$ cat config.mk
export PLATFORM = sky130hd
export DESIGN_NAME = seven_seg_capture_flat
export DESIGN_NICKNAME = d
export VERILOG_FILES = /design/src/rtl/seven_seg_capture_if.sv /design/src/rtl/seven_seg_capture.sv /design/src/flat_wrapper.sv
export SDC_FILE = /design/constraint.sdc
export NUM_CORES = 1
export LEC_CHECK = 0
export CORE_ASPECT_RATIO = 0.5
export CORE_UTILIZATION = 40
export CTS_CLUSTER_SIZE = 16
export DETAILED_ROUTE_END_ITERATION = 8
export PLACE_DENSITY = 0.62
export SYNTH_ARGS = -nofsm -noshare
export SYNTH_HDL_FRONTEND = slang
export SYNTH_SLANG_ARGS = --single-unit
$ cat constraint.sdc
create_clock -name clock -period 2.5 [get_ports clock]
set_input_delay 0.5 -clock clock [delete_from_list [all_inputs] [get_ports clock]]
set_output_delay 0.5 -clock clock [all_outputs]
set_load 0.1 [all_outputs]
$ cat src/rtl/seven_seg_capture_if.sv
// seven_seg_capture_if: multiplexed Basys3 display bus (digit strobes plus segments).
// The master drives the display and the slave observes it. Both strobes and segments are active-low.
interface seven_seg_capture_if;
   logic [3:0] cathod;
   logic [7:0] led_code;

   modport master (output cathod, output led_code);
   modport slave  (input  cathod, input  led_code);
endinterface

$ cat src/rtl/seven_seg_capture.sv
// seven_seg_capture: reconstructs the four hex digits from the multiplexed seven-segment bus.
// It publishes each complete frame with a one-cycle frame_valid pulse.
// Optional macro SEVSEG_CAPTURE_DP_EN adds the dp[3:0] output, which captures the decimal points.
module seven_seg_capture #(
   parameter int unsigned STABLE_CYCLES  = 4,
   parameter int unsigned TIMEOUT_CYCLES = 1000000
) (
   input  logic                      clock,
   input  logic                      reset,
   seven_seg_capture_if.slave        bus,
   output logic [3:0]                dig0,
   output logic [3:0]                dig1,
   output logic [3:0]                dig2,
   output logic [3:0]                dig3,
   output logic                      frame_valid,
   output logic                      frame_err,
   output logic                      stale
`ifdef SEVSEG_CAPTURE_DP_EN
   ,
   output logic [3:0]                dp
`endif
);

`ifdef SEVSEG_CAPTURE_DP_EN
   localparam int unsigned SEG_W = 8;
`else
   localparam int unsigned SEG_W = 7;
`endif
   localparam int unsigned SCW = $clog2(STABLE_CYCLES + 1);
   localparam int unsigned TCW = $clog2(TIMEOUT_CYCLES + 1);
   localparam logic [SCW-1:0] STABLE_MAX  = SCW'(STABLE_CYCLES);
   localparam logic [TCW-1:0] TIMEOUT_MAX = TCW'(TIMEOUT_CYCLES);

   logic [3:0]       s_cath_q, s_cath_d;
   logic [SEG_W-1:0] s_seg_q, s_seg_d;
   logic [SCW-1:0]   stab_cnt_q, stab_cnt_d;
   logic             captured_q, captured_d;
   logic [3:0][3:0]  slot_val_q, slot_val_d;
   logic [3:0]       slot_err_q, slot_err_d;
   logic [3:0]       seen_q, seen_d;
   logic [TCW-1:0]   tout_cnt_q, tout_cnt_d;
   logic             stale_q, stale_d;
   logic [3:0][3:0]  dig_q, dig_d;
   logic             frame_valid_q, frame_valid_d;
   logic             frame_err_q, frame_err_d;
`ifdef SEVSEG_CAPTURE_DP_EN
   logic [3:0]       slot_dp_q, slot_dp_d;
   logic [3:0]       dp_q, dp_d;
`endif

   logic             change;
   logic             slot_hit;
   logic [1:0]       slot_idx;
   logic             capture;
   logic             publish;
   logic [4:0]       dec;

   // Segment decode: returns {illegal, value}. An illegal pattern decodes to 0.
   function automatic logic [4:0] decode(input logic [6:0] seg_n);
      logic [6:0] p;
      p = ~seg_n;
      case (p)
         7'h3F:   decode = 5'h00;
         7'h06:   decode = 5'h01;
         7'h5B:   decode = 5'h02;
         7'h4F:   decode = 5'h03;
         7'h66:   decode = 5'h04;
         7'h6D:   decode = 5'h05;
         7'h7D:   decode = 5'h06;
         7'h07:   decode = 5'h07;
         7'h7F:   decode = 5'h08;
         7'h6F:   decode = 5'h09;
         7'h77:   decode = 5'h0A;
         7'h7C:   decode = 5'h0B;
         7'h39:   decode = 5'h0C;
         7'h5E:   decode = 5'h0D;
         7'h79:   decode = 5'h0E;
         7'h71:   decode = 5'h0F;
         default: decode = 5'h10;
      endcase
   endfunction

   // Next-state logic: input stage, dwell counter, capture, frame publish and timeout.
   always_comb begin
      s_cath_d      = bus.cathod;
      s_seg_d       = bus.led_code[SEG_W-1:0];
      slot_val_d    = slot_val_q;
      slot_err_d    = slot_err_q;
      seen_d        = seen_q;
      tout_cnt_d    = tout_cnt_q;
      stale_d       = stale_q;
      dig_d         = dig_q;
      frame_valid_d = 1'b0;
      frame_err_d   = frame_err_q;
`ifdef SEVSEG_CAPTURE_DP_EN
      slot_dp_d     = slot_dp_q;
      dp_d          = dp_q;
`endif

      // The incoming bus is compared with the registered copy, so stab_cnt_q
      // counts how many cycles the registered value {s_cath_q, s_seg_q} has held.
      change = ({bus.cathod, bus.led_code[SEG_W-1:0]} != {s_cath_q, s_seg_q});
      if (change)
         stab_cnt_d = SCW'(1);
      else if (stab_cnt_q == STABLE_MAX)
         stab_cnt_d = stab_cnt_q;
      else
         stab_cnt_d = stab_cnt_q + 1'b1;

      slot_hit = 1'b1;
      slot_idx = 2'd0;
      case (s_cath_q)
         4'b1110: slot_idx = 2'd0;
         4'b1101: slot_idx = 2'd1;
         4'b1011: slot_idx = 2'd2;
         4'b0111: slot_idx = 2'd3;
         default: slot_hit = 1'b0;
      endcase

      capture    = slot_hit && (stab_cnt_q == STABLE_MAX) && !captured_q;
      // A change starts a new dwell. A capture on the same edge belongs to the old dwell.
      captured_d = change ? 1'b0 : (capture ? 1'b1 : captured_q);
      dec        = decode(s_seg_q[6:0]);
      publish    = (seen_q == 4'hF);

      if (publish) begin
         dig_d         = slot_val_q;
         frame_err_d   = |slot_err_q;
         frame_valid_d = 1'b1;
         stale_d       = 1'b0;
         seen_d        = '0;
         slot_err_d    = '0;
`ifdef SEVSEG_CAPTURE_DP_EN
         dp_d          = slot_dp_q;
`endif
      end

      if (capture || publish) begin
         tout_cnt_d = '0;
      end else if (tout_cnt_q != TIMEOUT_MAX) begin
         tout_cnt_d = tout_cnt_q + 1'b1;
         if (tout_cnt_d == TIMEOUT_MAX) begin
            seen_d     = '0;
            slot_err_d = '0;
            stale_d    = 1'b1;
         end
      end

      // A capture is applied after publish, so it lands in the freshly cleared seen vector.
      if (capture) begin
         slot_val_d[slot_idx] = dec[3:0];
         slot_err_d[slot_idx] = dec[4];
         seen_d[slot_idx]     = 1'b1;
`ifdef SEVSEG_CAPTURE_DP_EN
         slot_dp_d[slot_idx]  = ~s_seg_q[7];
`endif
      end
   end

   // State registers, cleared by the asynchronous active-low reset.
   always_ff @(posedge clock or negedge reset) begin
      if (!reset) begin
         s_cath_q      <= '0;
         s_seg_q       <= '0;
         stab_cnt_q    <= '0;
         captured_q    <= 1'b0;
         slot_val_q    <= '0;
         slot_err_q    <= '0;
         seen_q        <= '0;
         tout_cnt_q    <= '0;
         stale_q       <= 1'b0;
         dig_q         <= '0;
         frame_valid_q <= 1'b0;
         frame_err_q   <= 1'b0;
`ifdef SEVSEG_CAPTURE_DP_EN
         slot_dp_q     <= '0;
         dp_q          <= '0;
`endif
      end else begin
         s_cath_q      <= s_cath_d;
         s_seg_q       <= s_seg_d;
         stab_cnt_q    <= stab_cnt_d;
         captured_q    <= captured_d;
         slot_val_q    <= slot_val_d;
         slot_err_q    <= slot_err_d;
         seen_q        <= seen_d;
         tout_cnt_q    <= tout_cnt_d;
         stale_q       <= stale_d;
         dig_q         <= dig_d;
         frame_valid_q <= frame_valid_d;
         frame_err_q   <= frame_err_d;
`ifdef SEVSEG_CAPTURE_DP_EN
         slot_dp_q     <= slot_dp_d;
         dp_q          <= dp_d;
`endif
      end
   end

   assign dig0        = dig_q[0];
   assign dig1        = dig_q[1];
   assign dig2        = dig_q[2];
   assign dig3        = dig_q[3];
   assign frame_valid = frame_valid_q;
   assign frame_err   = frame_err_q;
   assign stale       = stale_q;
`ifdef SEVSEG_CAPTURE_DP_EN
   assign dp          = dp_q;
`endif

endmodule

$ cat src/flat_wrapper.sv
// flat-port wrapper written by rule: the top's interface ports become plain ports
module seven_seg_capture_flat 
#(
   parameter int unsigned STABLE_CYCLES  = 4,
   parameter int unsigned TIMEOUT_CYCLES = 1000000
)
  (clock, reset, dig0, dig1, dig2, dig3, frame_valid, frame_err, stale, bus_cathod, bus_led_code);
  seven_seg_capture_if bus_i ();
  input  logic clock;
  input  logic reset;
  output logic [3:0] dig0;
  output logic [3:0] dig1;
  output logic [3:0] dig2;
  output logic [3:0] dig3;
  output logic frame_valid;
  output logic frame_err;
  output logic stale;
  input wire logic [$bits(bus_i.cathod)-1:0] bus_cathod;
  input wire logic [$bits(bus_i.led_code)-1:0] bus_led_code;
  assign bus_i.cathod = bus_cathod;
  assign bus_i.led_code = bus_led_code;
  seven_seg_capture #(.STABLE_CYCLES(STABLE_CYCLES), .TIMEOUT_CYCLES(TIMEOUT_CYCLES)) u_core (.clock(clock), .reset(reset), .bus(bus_i), .dig0(dig0), .dig1(dig1), .dig2(dig2), .dig3(dig3), .frame_valid(frame_valid), .frame_err(frame_err), .stale(stale));
endmodule
==> results of run 1 <==
## where the power goes
part           switching (mW)  leakage [nW]  internal (mW)
clock network           0.555         0.151          0.785
logic                  0.0557         0.984         0.0461
registers              0.0245          1.05           1.27
total                   0.635          2.18           2.10
## cells by family after synthesis
kind of cell	after synthesis	share of synthesized area (%)
AND/OR/NAND/NOR	190	25.39
flip-flops	78	49.32
AO/OA/AOI/OAI	44	7.366
buffers and inverters	37	4.710
XOR/XNOR	36	7.967
multiplexers	13	3.667
adder cells (fa/ha/maj)	5	1.581
## metrics by stage
step	cells	hold WS (ns)	worst slack [ns]	area [um2]
final	579	0.1577	0.1361	4695
after global routing	579	0.1967	0.007290	4695
after CTS	579	0.1747	0.06662	4692
after detailed placement	563	0.4516	0.08220	4388
after global placement	563	0.4498	0.09612	4388
after floorplan	403	0.2044	0.1823	3958
## how the worst max path moves through the flow
stage,end,slack (ns),cells after the start
finish,u_core.slot_err_q[3],0.14,8
global route,u_core.seen_q[2],0.007,8
CTS,u_core.slot_err_q[3],0.07,8
detailed placement,u_core.slot_err_q[3],0.08,8
global placement,u_core.slot_err_q[3],0.1,8
floorplan,u_core.slot_err_q[0],0.18,8
## placed cells by master, fill, tap and decap left out, types with 10 or more instances in the layout
cell and instances:
dfrtp_1 78, xnor2_1 14, clkdlybuf4s50_1 11, a21oi_1 13, nand3_1 15, mux2_2 12, nand2_1 69, inv_1 11
nor3_1 10, buf_4 39, nor2_1 40, xor2_1 22
## metal layers
metal | GRT usage, % | wire length [um] | vias to the layer above
li1 | - | - | 1454
met1 | 24.62 | 4300 | 1374
met2 | 25.33 | 3436 | 33
met3 | 5.413 | 253 | 15
met4 | 6.691 | 131 | 0
met5 | 0 | 0 | -
## state kept, by name, indices dropped and copies added, names as in the netlist
signal,count
u_core.captured_q,1
u_core.seen_q,4
u_core.dig1,4
u_core.stale,1
u_core.s_seg_q,7
u_core.dig0,4
u_core.frame_valid,1
u_core.s_cath_q,4
u_core.dig3,4
u_core.slot_err_q,4
u_core.frame_err,1
u_core.stab_cnt_q,3
u_core.slot_val_q,16
u_core.dig2,4
u_core.tout_cnt_q,20
## cell usage after synthesis (6+ instances only)
master	number	area, um2
dfrtp_1	78	1952
nand2_1	69	259.0
nor2_1	40	150.1
xor2_1	22	192.7
nand3_1	15	75.07
xnor2_1	14	122.6
a21oi_1	13	65.06
clkbuf_1	13	48.80
mux2_2	12	135.1
inv_1	11	41.29
nor3_1	10	50.05
nand4_1	9	56.30
nor4_1	9	56.30
o21ai_0	6	30.03
## area by class of cell
| type | count | area [um2] |
|---|---|---|
| Fill cell | 903 | 4815 |
| Sequential cell | 78 | 1952 |
| Multi-Input combinational cell | 288 | 1822 |
| Timing Repair Buffer | 50 | 402.9 |
| Clock buffer | 9 | 225.2 |
| Tap cell | 135 | 168.9 |
| Clock inverter | 7 | 78.83 |
| Inverter | 12 | 45.04 |
## critical path, delay by kind of cell, from the launching register on
| kind | cells | cell delay, ns |
|---|---|---|
| buffers and inverters | 1 | 0.21 |
| adder cells (fa/ha/maj) | 1 | 0.25 |
| AO/OA/AOI/OAI | 3 | 0.37 |
| flip-flops | 1 | 0.44 |
| AND/OR/NAND/NOR | 3 | 0.97 |
==> results.json, run 1 <==
{
  "drive_above_1_share_pct": 18.92,
  "boundaryPins": 33,
  "finalPower_mw": 2.737,
  "gp_congestion": 0.8086,
  "drt_iter0_markers": 257,
  "areaGrowthSynthToFinish_pct": 18.62,
  "ys.flop_type": "dfrtp_1",
  "r2r_cells": 8,
  "nets": 458,
  "cp-start-kind": "flip-flop",
  "max_slew_margin_pct": 57.67,
  "worst-r2r-setup-slack_ns": 0.14,
  "finalCriticalPeriod_ns": 2.364,
  "clock-sinks": 78,
  "cp_slowest_cell": "or4_4",
  "totalWireLength_um": 8123,
  "cts_hold_buf": 0,
  "crit_start": "u_core.tout_cnt_q[0]",
  "synth-edff-count": 0,
  "ys_warn_count": 0,
  "drcViolationCount": 0,
  "coreArea_mm2": 0.009509,
  "max_stage_delay_ns": 0.50,
  "dp.final_hpwl_um": 5637,
  "dieArea_mm2": 0.01032,
  "cts_tree": "done",
  "regToRegStartpoint": "u_core.tout_cnt_q[0]",
  "grt_pass1_vias": 2691,
  "r2r-end": "u_core.slot_err_q[3]",
  "clk_latency_ns": 0.34,
  "synth_cell_types": 61,
  "status": "finished clean",
  "power_density_mw_per_mm2": 583.1,
  "endpoint_kind": "flip-flop",
  "grt_use_total_pct": 17.53,
  "clk_pin_slew_ns": 0.06,
  "finalHoldViolations": 0,
  "firstDrtPassIters": 4,
  "synth_area_mm2": 0.003958,
  "slew_viol_final": 0,
  "fmax_ghz": 0.4230,
  "arrival_ns": 2.59,
  "grt_max_degree": 46,
  "postLayoutCoreUtil_pct": 49.37,
  "required_ns": 2.73,
  "worstPathMaxFanout": 9,
  "rows": 25,
  "critPathKind": "reg2reg",
  "routed-via-count": 2876,
  "clock_skew_ns": 0.007205,
  "die_h_um": 72.34,
  "wire_per_inst_um": 14.03,
  "synthCells": 403,
  "synth_seq_cells": 78,
  "cts_setup_buffers": 0,
  "crit_chain": "ha_2 -> a21oi_1 -> o311ai_0 -> nor3b_1 -> or4_4 -> nor4_4 -> buf_4 -> o2bb2ai_1",
  "syn-num-nets": 422,
  "grt_pass1_wl_um": 13660,
  "cts_resized": 0,
  "max-vdd-ir-drop_uv": 317.6,
  "finalCritPeriodShare_pct": 94.56,
  "ys_async_sr_fraction_pct": 100.0,
  "clock_path_buffers": 2,
  "synth_area_per_cell_um2": 9.820,
  "min-delay-path-class": "in2async",
  "synth.yosys.seq_area_share_pct": 49.32,
  "finalSetupTns_ns": 0,
  "diodes": 0,
  "root_buffer": "clkbuf_16",
  "avgViaCountPerCell": 4.967,
  "cts_buffers": 9,
  "io_buffer_count": 31,
  "rsz0062_at_grt": "no",
  "maxCapViolCount": 0,
  "worst_pin_slew_ns": 0.6284,
  "antenna_left": 0,
  "start_util_pct": 41.62,
  "die_w_um": 142.7,
  "htreeDepth": 3,
  "antenna_found_initial": 0,
  "finalSetupViolCount": 0,
  "total_leakage_power_nw": 2.180,
  "grt-ovfl-total": 0
}
Note: power is estimated with default switching activity, not from simulation.
==> run 2: changes to the inputs <==
- clock period: 2.5 -> 2.7 ns (I/O delays scaled with it)
==> run 2 against run 1 <==
Compared with the run above:
- final area is 0.77% lower
- total power is 3.8% lower
- final cell count is 1.7% lower
- fmax is 4.5% lower
- hold slack hardly changed
- register-to-register slack better by 0.09 ns
- utilization is 0.38 points lower
- critical endpoint unchanged
- largest cell class unchanged
==> results.json, run 2 (same netlist as run 1, synthesis figures left out) <==
{
  "status": "finished clean",
  "finalSetupTns_ns": 0,
  "multi_input_area_mm2": 0.001822,
  "drt_iter0_markers": 214,
  "cp_slowest_cell": "or4_4",
  "pre_cts_ws_ns": 0.1702,
  "antenna_left": 0,
  "clk_pin_slew_ns": 0.06,
  "clock-sinks": 78,
  "grt_use_total_pct": 17.24,
  "htreeDepth": 3,
  "finalCritPeriodShare_pct": 91.69,
  "areaGrowthSynthToFinish_pct": 17.70,
  "grt_pass1_vias": 2774,
  "avgViaCountPerCell": 5.144,
  "finalSetupViolCount": 0,
  "grtUsageMet2_pct": 25.82,
  "grt_max_degree": 44,
  "boundaryPins": 33,
  "finalCriticalPeriod_ns": 2.476,
  "firstDrtPassIters": 4,
  "start_util_pct": 41.62,
  "die_w_um": 142.7,
  "critPathKind": "reg2reg",
  "clock_path_buffers": 2,
  "grtUsageMet3_pct": 4.620,
  "finalHoldViolations": 0,
  "die_h_um": 72.34,
  "setup_slack_ns": 0.2244,
  "worst_pin_slew_ns": 0.6473,
  "endpoint_kind": "flip-flop",
  "slew_viol_final": 0,
  "coreArea_mm2": 0.009509,
  "crit_chain": "ha_2 -> nand4_2 -> nor4_1 -> nor3b_1 -> or4_4 -> nor4_4 -> buf_4 -> o2bb2ai_1",
  "root_buffer": "clkbuf_16",
  "fmax_ghz": 0.4039,
  "final_cell_mix": "dfrtp_1 (78), nand2_1 (69), nor2_1 (40), buf_4 (28), xor2_1 (22)",
  "grt_util_met1_pct": 24.12,
  "routed-via-count": 2927,
  "worst-path-buf-inv": 1,
  "drcViolationCount": 0,
  "worstPathMaxFanout": 9,
  "rows": 25,
  "cts_buffers": 9,
  "dieArea_mm2": 0.01032,
  "clk_latency_ns": 0.35,
  "nets": 448,
  "min-delay-path-class": "in2async",
  "max_stage_delay_ns": 0.50,
  "max-vdd-ir-drop_uv": 332.3,
  "cts_tree": "done",
  "wire_per_inst_um": 13.95,
  "final_common_cell": "dfrtp_1",
  "total_leakage_power_nw": 2.143,
  "fillers": 917,
  "rsz0062_at_grt": "no",
  "required_ns": 2.93,
  "top_register": "u_core.tout_cnt_q",
  "hold_ws_ns": 0.1573,
  "clock_skew_ns": 0.009788,
  "cpLargestDelayFamily": "simple AND/OR/NAND/NOR gates",
  "dp.final_hpwl_um": 5308,
  "max_slew_margin_pct": 56.39,
  "power_density_mw_per_mm2": 565.2,
  "grt_busiest_layer": "met2",
  "totalWireLength_um": 7935,
  "largest_reg_flops": 20,
  "maxCapViolCount": 0,
  "reg_top3": "u_core.tout_cnt_q: 20 flops, u_core.slot_val_q: 16 flops, u_core.s_seg_q: 7 flops",
  "io_buffer_count": 31,
  "antenna_found_initial": 0,
  "seq_area_mm2": 0.001952,
  "cts_setup_buffers": 0,
  "grt-ovfl-total": 0,
  "drive_above_1_share_pct": 17.05,
  "grt_pass1_wl_um": 13840,
  "arrival_ns": 2.70,
  "diodes": 0,
  "cp-start-kind": "flip-flop",
  "gp_congestion": 0.7998
}
run 2: timing repair:
item,4_1_cts,5_1_grt
setup endpoints to repair,0,9
hold buffers,0,0
gates resized for setup,0,1
run 2: cell type report:
cell class / count / area share [%]
Multi-Input combinational cell: 288 / 39.11
Sequential cell: 78 / 41.90
Timing Repair Buffer: 40 / 7.306
Tap cell: 135 / 3.626
Inverter: 12 / 0.9670
Clock inverter: 7 / 2.256
Clock buffer: 9 / 4.835
run 2: power breakdown:
part           switching [mW]  internal, mW
Sequential             0.0237          1.18
Clock                   0.518         0.824
Combinational          0.0495        0.0410
Total                   0.591          2.04
run 2: through the flow:
stage | instance area (um2) | cells | utilization, % | total power, mW
2_1_floorplan | 3958 | 403 | - | 1.256
3_3_place_gp | 4325 | 553 | 45.49 | 1.314
3_5_place_dp | 4325 | 553 | 45.49 | 1.314
4_1_cts | 4656 | 569 | 48.96 | 2.662
5_1_grt | 4658 | 569 | 48.99 | 2.714
6_report | 4658 | 569 | 48.99 | 2.633
run 2: path summary, 6_finish.rpt:
kind / from / to / slack [ns] / cells after the start
hold / removal: reset / u_core.tout_cnt_q[8] / 0.16 / 1
min in group clock: u_core.slot_val_q[9] / u_core.dig2[1] / 0.47 / 2
hold reg to reg: u_core.slot_val_q[9] / u_core.dig2[1] / 0.47 / 2
setup / recovery: u_core.tout_cnt_q[0] / u_core.slot_err_q[3] / 0.22 / 8
setup reg to reg: u_core.tout_cnt_q[0] / u_core.slot_err_q[3] / 0.22 / 8
max in group asynchronous: reset / u_core.dig2[2] / 1.94 / 2
run 2: per-layer routing:
metal / vias to the layer above / share of wire (%)
met3: 10 / 3.3
met4: 0 / 1.4
met2: 51 / 44
met5: - / 0
met1: 1428 / 51
li1: 1438 / -
run 2: worst reg2reg max path: cells and delay by family (launching register included):
family,cells,cell delay [ns]
adder cells (fa/ha/maj),1,0.31
buffers and inverters,1,0.20
AO/OA/AOI/OAI,1,0.08
AND/OR/NAND/NOR,5,1.32
flip-flops,1,0.45
